File: src/rtl/greycode_receiver.sv
// Grey-coded count receiver.
// Carries a grey count through a capture chain, decodes it to binary, and
// checks that each accepted value either repeats the previous one or steps
// by +1 (mod 2^WIDTH). Reports advance pulses, skip pulses and a sticky error.
module greycode_receiver #(
    parameter int WIDTH       = 32,
    parameter int SYNC_STAGES = 2
) (
    input  logic             clk,
    input  logic             rst,
    input  logic [WIDTH-1:0] in_grey,
    input  logic             in_valid,
    input  logic             err_clr,
    output logic [WIDTH-1:0] out_bin,
    output logic             out_valid,
    output logic             advance,
    output logic             step_err,
    output logic             err_sticky
);

    typedef enum logic [1:0] {
        ST_UNPRIMED,
        ST_TRACKING,
        ST_ERROR
    } state_e;

    // Each stage holds {valid, grey}.
    logic [WIDTH:0]   chain_q [SYNC_STAGES];

    state_e           state_q,      state_d;
    logic [WIDTH-1:0] out_bin_q,    out_bin_d;
    logic             out_valid_q,  out_valid_d;
    logic             advance_q,    advance_d;
    logic             step_err_q,   step_err_d;
    logic             err_sticky_q, err_sticky_d;

    logic             smp_valid;
    logic [WIDTH-1:0] smp_grey;
    logic [WIDTH-1:0] smp_bin;
    logic [WIDTH-1:0] delta;

    // Capture chain: shifts every cycle; reset flushes samples in flight.
    always_ff @(posedge clk) begin
        // NOTE: the chain is cleared on reset so stale samples are never decoded.
        if (rst) begin
            for (int i = 0; i < SYNC_STAGES; i++) begin
                chain_q[i] <= '0;
            end
        end else begin
            // NOTE: non-blocking assignments let every stage shift in parallel.
            chain_q[0] <= {in_valid, in_grey};
            for (int i = 1; i < SYNC_STAGES; i++) begin
                chain_q[i] <= chain_q[i-1];
            end
        end
    end

    assign smp_valid = chain_q[SYNC_STAGES-1][WIDTH];
    assign smp_grey  = chain_q[SYNC_STAGES-1][WIDTH-1:0];

    // Grey to binary: each binary bit is the XOR of all grey bits at or above it.
    always_comb begin
        smp_bin = '0;
        for (int i = 0; i < WIDTH; i++) begin
            smp_bin[i] = ^(smp_grey >> i);
        end
    end

    // Wrapping difference against the last accepted value.
    assign delta = smp_bin - out_bin_q;

    // Tracker next-state and registered outputs; err_clr outranks the step check.
    always_comb begin
        // NOTE: every target gets a default first so no latch is inferred.
        state_d      = state_q;
        out_bin_d    = out_bin_q;
        out_valid_d  = out_valid_q;
        advance_d    = 1'b0;
        step_err_d   = 1'b0;
        err_sticky_d = err_sticky_q;

        if (err_clr) begin
            err_sticky_d = 1'b0;
            state_d      = ST_UNPRIMED;
            if (smp_valid) begin
                out_bin_d   = smp_bin;
                out_valid_d = 1'b1;
                state_d     = ST_TRACKING;
            end
        end else if (smp_valid) begin
            unique case (state_q)
                ST_UNPRIMED: begin
                    out_bin_d   = smp_bin;
                    out_valid_d = 1'b1;
                    state_d     = ST_TRACKING;
                end
                ST_TRACKING: begin
                    if (delta == WIDTH'(1)) begin
                        out_bin_d = smp_bin;
                        advance_d = 1'b1;
                    end else if (delta != '0) begin
                        out_bin_d    = smp_bin;
                        step_err_d   = 1'b1;
                        err_sticky_d = 1'b1;
                        state_d      = ST_ERROR;
                    end
                end
                ST_ERROR: begin
                    out_bin_d = smp_bin;
                end
                default: begin
                    state_d = ST_UNPRIMED;
                end
            endcase
        end
    end

    // Tracker state and output registers.
    always_ff @(posedge clk) begin
        if (rst) begin
            state_q      <= ST_UNPRIMED;
            out_bin_q    <= '0;
            out_valid_q  <= 1'b0;
            advance_q    <= 1'b0;
            step_err_q   <= 1'b0;
            err_sticky_q <= 1'b0;
        end else begin
            state_q      <= state_d;
            out_bin_q    <= out_bin_d;
            out_valid_q  <= out_valid_d;
            advance_q    <= advance_d;
            step_err_q   <= step_err_d;
            err_sticky_q <= err_sticky_d;
        end
    end

    assign out_bin    = out_bin_q;
    assign out_valid  = out_valid_q;
    assign advance    = advance_q;
    assign step_err   = step_err_q;
    assign err_sticky = err_sticky_q;

endmodule

File: config.mk
export PLATFORM = sky130hd
export DESIGN_NAME = greycode_receiver
export DESIGN_NICKNAME = d
export VERILOG_FILES = /design/src/rtl/greycode_receiver.sv
export SDC_FILE = /design/constraint.sdc
export NUM_CORES = 1
export LEC_CHECK = 0
export ABC_AREA = 1
export BUFFER_PORTS_ARGS = -buffer_cell sky130_fd_sc_hd__buf_2
export CAP_MARGIN = 30
export CORE_MARGIN = 2
export CORE_UTILIZATION = 40
export DETAILED_ROUTE_END_ITERATION = 16
export SYNTH_ARGS = -nofsm -noshare
export SYNTH_HDL_FRONTEND = slang
export SYNTH_SLANG_ARGS = --single-unit
File: constraint.sdc
create_clock -name clk -period 4.4 [get_ports clk]
set_clock_uncertainty 0.2 [all_clocks]
set_input_delay 0.66 -clock clk [delete_from_list [all_inputs] [get_ports clk]]
set_output_delay 0.66 -clock clk [all_outputs]
set_load 0.02 [all_outputs]
**Word-level counts from Yosys, hierarchy flattened**

Memory sizes are Yosys's and may differ from the RTL's.
Cells that the tools add are included.

- Multiplexer cells: 23
- Div/mod/pow operators: 0
- Bitwise operators: 5
- $lt $le $gt $ge: 0
- $add $sub $neg: 1
- Equal/unequal tests: 7
- Multipliers: 0
- Reduce and logical (&&, ||, !) cells: 45
- Shifts and indexed selects: 0

Operators with widths:

| operator | number |
|---|---|
| XOR reduction 32 bit | 32 |
| two-way mux 32 bit | 5 |
| two-way mux 33 bit | 2 |
| case mux 32 bit (2 select lines) | 1 |
| equality test 32 x 1 -> 1 bit (second input constant) | 1 |
| nonzero test 32 bit | 1 |
| subtractor 32 bit | 1 |
| two-way mux 1 bit | 10 |
| two-way mux 2 bit | 4 |
| AND reduction 4 bit | 2 |
| != test 3 bit (second input constant) | 2 |
| case mux 2 bit (3 select lines) | 1 |
| OR reduction 5 bit | 1 |
| != test 4 bit (second input constant) | 1 |
| nonzero test 2 bit | 2 |
| OR reduction 2 bit | 2 |
| OR reduction 4 bit | 1 |
| NOT 1 bit | 3 |
| AND reduction 3 bit | 1 |
| nonzero test 3 bit | 1 |
| equality test 2 x 1 -> 1 bit (second input constant) | 1 |
| equality test 2 bit (second input constant) | 1 |
| zero test 2 bit | 1 |
| != test 2 bit (second input constant) | 1 |
| 2 further kinds | 3 |

- ROM bits: 0
- Memory bits (writable): 66
- Input port bits: 36
- Word-level logic and storage cells: 88
- Memories kept: 1
- Register bits: 38
- Bits in latches: 0
- Output and inout port bits: 36

Memory list:

| memory | words | bits a word | rd ports | clocked after memory_dff | write ports | line | RTL |
|---|---|---|---|---|---|---|---|
| chain_q | 2 | 33 | 2 | 0 | 2 | 28 | `logic [WIDTH:0] chain_q [SYNC_STAGES];` |

**Depth between registers and ports, before layout**

An unclocked memory read counts as a cell.

- Word-level depth: 9
- Gate-level depth with buffers: 34
- Gate-level depth less buffers: 34

**Least setup slack after synthesis**

No wires, ideal clock.

- Path type: register to register
- Start: memory chain_q[0][60] (netlist name)
- End: register out_bin_q[25], in the netlist out_bin[25]
- Path buffers: 1
- Slack: -0.331 ns
- Library setup time: 0.115 ns
- Cell stages (with the launch flop): 29
- Data arrival time: 4.416 ns
- Required time: 4.085 ns
- Clock period less this slack: 4.731 ns
- Cells stage by stage: dfxtp_1 inv_2 nand2_1 nand2_2 xor2_1 xnor2_1 xor2_1 xnor2_2 xor2_1 xor2_1 ha_1 inv_1 fa_1 nand2_1 nand3_1 o21ai_1 inv_1 nand2_1 nand2_1 a21oi_1 xor2_1 nand3b_1 nor2_1 nand3_1 nor3_2 nand4_4 buf_2 a21oi_1 nor2_1

RTL lines:

| element | line | RTL |
|---|---|---|
| start: declaration | 28 |  |
| end signal: assignment | 129 | `out_bin_q <= out_bin_d;` |
| end: declaration | 31 | `logic [WIDTH-1:0] out_bin_q, out_bin_d;` |

==> impl_metrics.tcl <==
set metrics [dict create \
    cp_slowest_cell "sky130_fd_sc_hd__dfxtp_4" \
    synth_common_cells "sky130_fd_sc_hd__nand2_1 (198), sky130_fd_sc_hd__inv_1 (175), sky130_fd_sc_hd__nor2_1 (152)" \
    route.layer.met1.wl_mm 8.41 \
    ys_types 37 \
    max_root_sink_buffers 2 \
    maxSlewViolCount 0 \
    critPathMaxStageDelay_ps 370 \
    gp_congestion 0.908 \
    synth-seq-area-share_pct 30.5 \
    design_area_um2 9600 \
    postSynth.topFlopCell "sky130_fd_sc_hd__dfxtp_1" \
    worstSkewPairLatency_ps 350 \
    max_cap_violations 0 \
    cts_made_buffers 9 \
    timing_worst_slew_pin_value_ps 988 \
    worst_ir_drop_vdd_v 0.000282 \
    dpl.cell_count 1425 \
    die_w_um 135 \
    power.leakage_nw 4.74 \
    hp-class "flop to flop" \
    synthArstFlopShare_pct 0 \
    buffer_ports.inserted 71 \
    cp-start-kind "flop" \
    critical-path-top-delay-family "XOR/XNOR gates" \
    wl_cell_um 12.4 \
    wire_length_of_the_first_global_routing_pass_mm 29.5 \
    cp.arrival_ps 4840 \
    detailed_place.area_um2 8410 \
    via_count 6816 \
    report.power.total_mw 6.14 \
    pre_cts_ws_ps -476 \
    finish.cell_count_without_fillers 1473 \
    powerDensity_nw_per_um2 640 \
    fin_nets 1312 \
    final-setup-viol-count 37 \
    ant_nets_after_route 0 \
    drt_wl_total_mm 18.3 \
    outcome "finished, violations left" \
    initial_utilization_pct 41.0 \
    met3RoutedLength_um 597 \
    share_of_cells_above_drive_strength_1_pct 30.5 \
    synthTopCellsByArea "sky130_fd_sc_hd__dfxtp_1 (30%), sky130_fd_sc_hd__nand2_1 (11%), sky130_fd_sc_hd__inv_1 (9.6%)" \
    grt_pass1_vias 6284 \
    cp.buffers_inverters 5 \
    synth_edf_count 0 \
    yosysWarningCount 0 \
    global_route.overflow_total 0 \
    drt_first_pass_iters 5 \
    post-dp-hpwl_mm 13.8 \
    drt_drc_violations_left 0 \
    cts.root.buffer_cell "sky130_fd_sc_hd__clkbuf_16" \
    routed.top_layer "met4" \
    area_growth_pct 40.5 \
    pin_count_of_the_biggest_net_entering_global_routing 69 \
    num-fill-cells 1578 \
    min_period_ps 4790 \
    clkSinkCount 104 \
    syn_area_um2 6830 \
    syn_avg_cell_area_um2 6.65 \
    die_area_um2 18100 \
    overall_fraction_of_global_route_tracks_in_use_pct 20.4 \
    maxClockFrequency_mhz 209 \
    cp_max_fo 7 \
    criticalPathCategory "flop to flop" \
    setup.worst_path.end_class "flop" \
    grt_setup_unrepaired "true" \
    post-synth-top-count-cell "sky130_fd_sc_hd__nand2_1" \
    dr.first_iter.drc_count 409 \
    antenna_found_initial 0 \
    top_level_ports 72 \
    fin_ws_ps -392 \
    tritoncts "built" \
    fp.dieH_um 135 \
    syn_nets 1091 \
    detail_route.vias_per_cell 4.63 \
    timing.final.crit_share_pct 109 \
    timing_hold_violations_final 0 \
    placement_rows 47 \
    total_area_of_multi_input_combinational_cells_um2 4470 \
    netlist.top_cell.by_area "sky130_fd_sc_hd__dfxtp_1" \
    netlist.area_leader.share_pct 30.5 \
    cts.reportedPaths.clkPinSlew_ps 70 \
    synth.ff_latch_count 104 \
    htree_num_levels 3 \
    fin_util_pct 57.7 \
    met2_length_mm 8.90 \
    floorplan.core_area_um2 16600 \
    n_antenna_cell 0 \
    synthCells 1027 \
    timing.critical_path.required_ps 4450 \
    register_area_um2 2100 \
    timing.max_slew.rel_slack_pct 34.1 \
    violations_in_the_final_reports "setup timing" \
]
## per-layer routing
layer	vias to the layer above	global-route usage [%]
met4	0	6.02
met1	3037	25.6
met5	-	0
met2	143	36.0
li1	3609	-
met3	27	3.23
## cell type report
type                            instances  share of cell area [%]
Multi-Input combinational cell        715                    46.6
Sequential cell                       104                    21.9
Timing Repair Buffer                  233                    18.3
Inverter                              185                    7.24
Tap cell                              220                    2.87
Clock buffer                           11                    2.53
Clock inverter                          5                   0.652
## repair_timing
action,in CTS,in global routing
pin swaps,32,22
gates resized for setup,73,46
gates cloned,5,1
setup buffers,14,13
endpoints found under the setup margin,37,37
hold buffers,0,0
## per-stage QoR
stage / hold slack [ps] / setup TNS [ps]
finish: 189 / -12980
global route: 204 / -24900
CTS: 191 / -11620
detailed placement: 193 / -16240
global placement: 189 / -14090
floorplan: 181 / -4140
## worst paths after layout
path / start / end / slack, ps / depth (start not counted)
worst max register to register: chain_q[0][58] / out_bin[2] / -390 / 26
worst max-delay path: chain_q[0][58] / out_bin[2] / -390 / 26
worst min-delay path: chain_q[0][26] / chain_q[0][59] / 190 / 2
worst min register to register: chain_q[0][26] / chain_q[0][59] / 190 / 2
## cells by family after synthesis
family	count (synthesis)	synth area share [%]
simple gates	479	30.6
buf+inv	208	11.8
xor+xnor	103	13.9
fa+ha+maj	28	5.24
compound gates	105	8.01
flops	104	30.5
## worst min-delay path, stage by stage (launching register included)
cell	delay, ps
sky130_fd_sc_hd__dfxtp_1	300
sky130_fd_sc_hd__inv_1	40
sky130_fd_sc_hd__nor2_1	30
## registers in the layout, indices dropped and copies added (netlist names)
signal,count
step_err,1
out_bin,32
state_q,2
err_sticky,1
chain_q,66
out_valid,1
advance,1
## power by group
group	internal, mW	switching [mW]
Clock	0.462	0.367
Combinational	1.97	2.31
Sequential	0.990	0.0371
Total	3.43	2.72
## cell usage in the layout (no fill, tap or decap), types with 8 or more instances in the layout
cell type and instances:
sky130_fd_sc_hd__clkbuf_16 10, sky130_fd_sc_hd__nand2_1 186, sky130_fd_sc_hd__inv_2 13, sky130_fd_sc_hd__nor2_1 143, sky130_fd_sc_hd__xor2_2 10, sky130_fd_sc_hd__a21oi_2 24, sky130_fd_sc_hd__xnor2_1 48, sky130_fd_sc_hd__nand3b_1 13
sky130_fd_sc_hd__nand2_2 20, sky130_fd_sc_hd__o21ai_0 23, sky130_fd_sc_hd__nand4_1 23, sky130_fd_sc_hd__a21oi_1 46, sky130_fd_sc_hd__nor2_2 8, sky130_fd_sc_hd__buf_2 71, sky130_fd_sc_hd__nand3_1 48, sky130_fd_sc_hd__inv_1 171
sky130_fd_sc_hd__buf_4 146, sky130_fd_sc_hd__xor2_1 34, sky130_fd_sc_hd__ha_1 23, sky130_fd_sc_hd__nand3_2 15, sky130_fd_sc_hd__dfxtp_1 98
No activity file was read; power rests on OpenSTA's default activity.
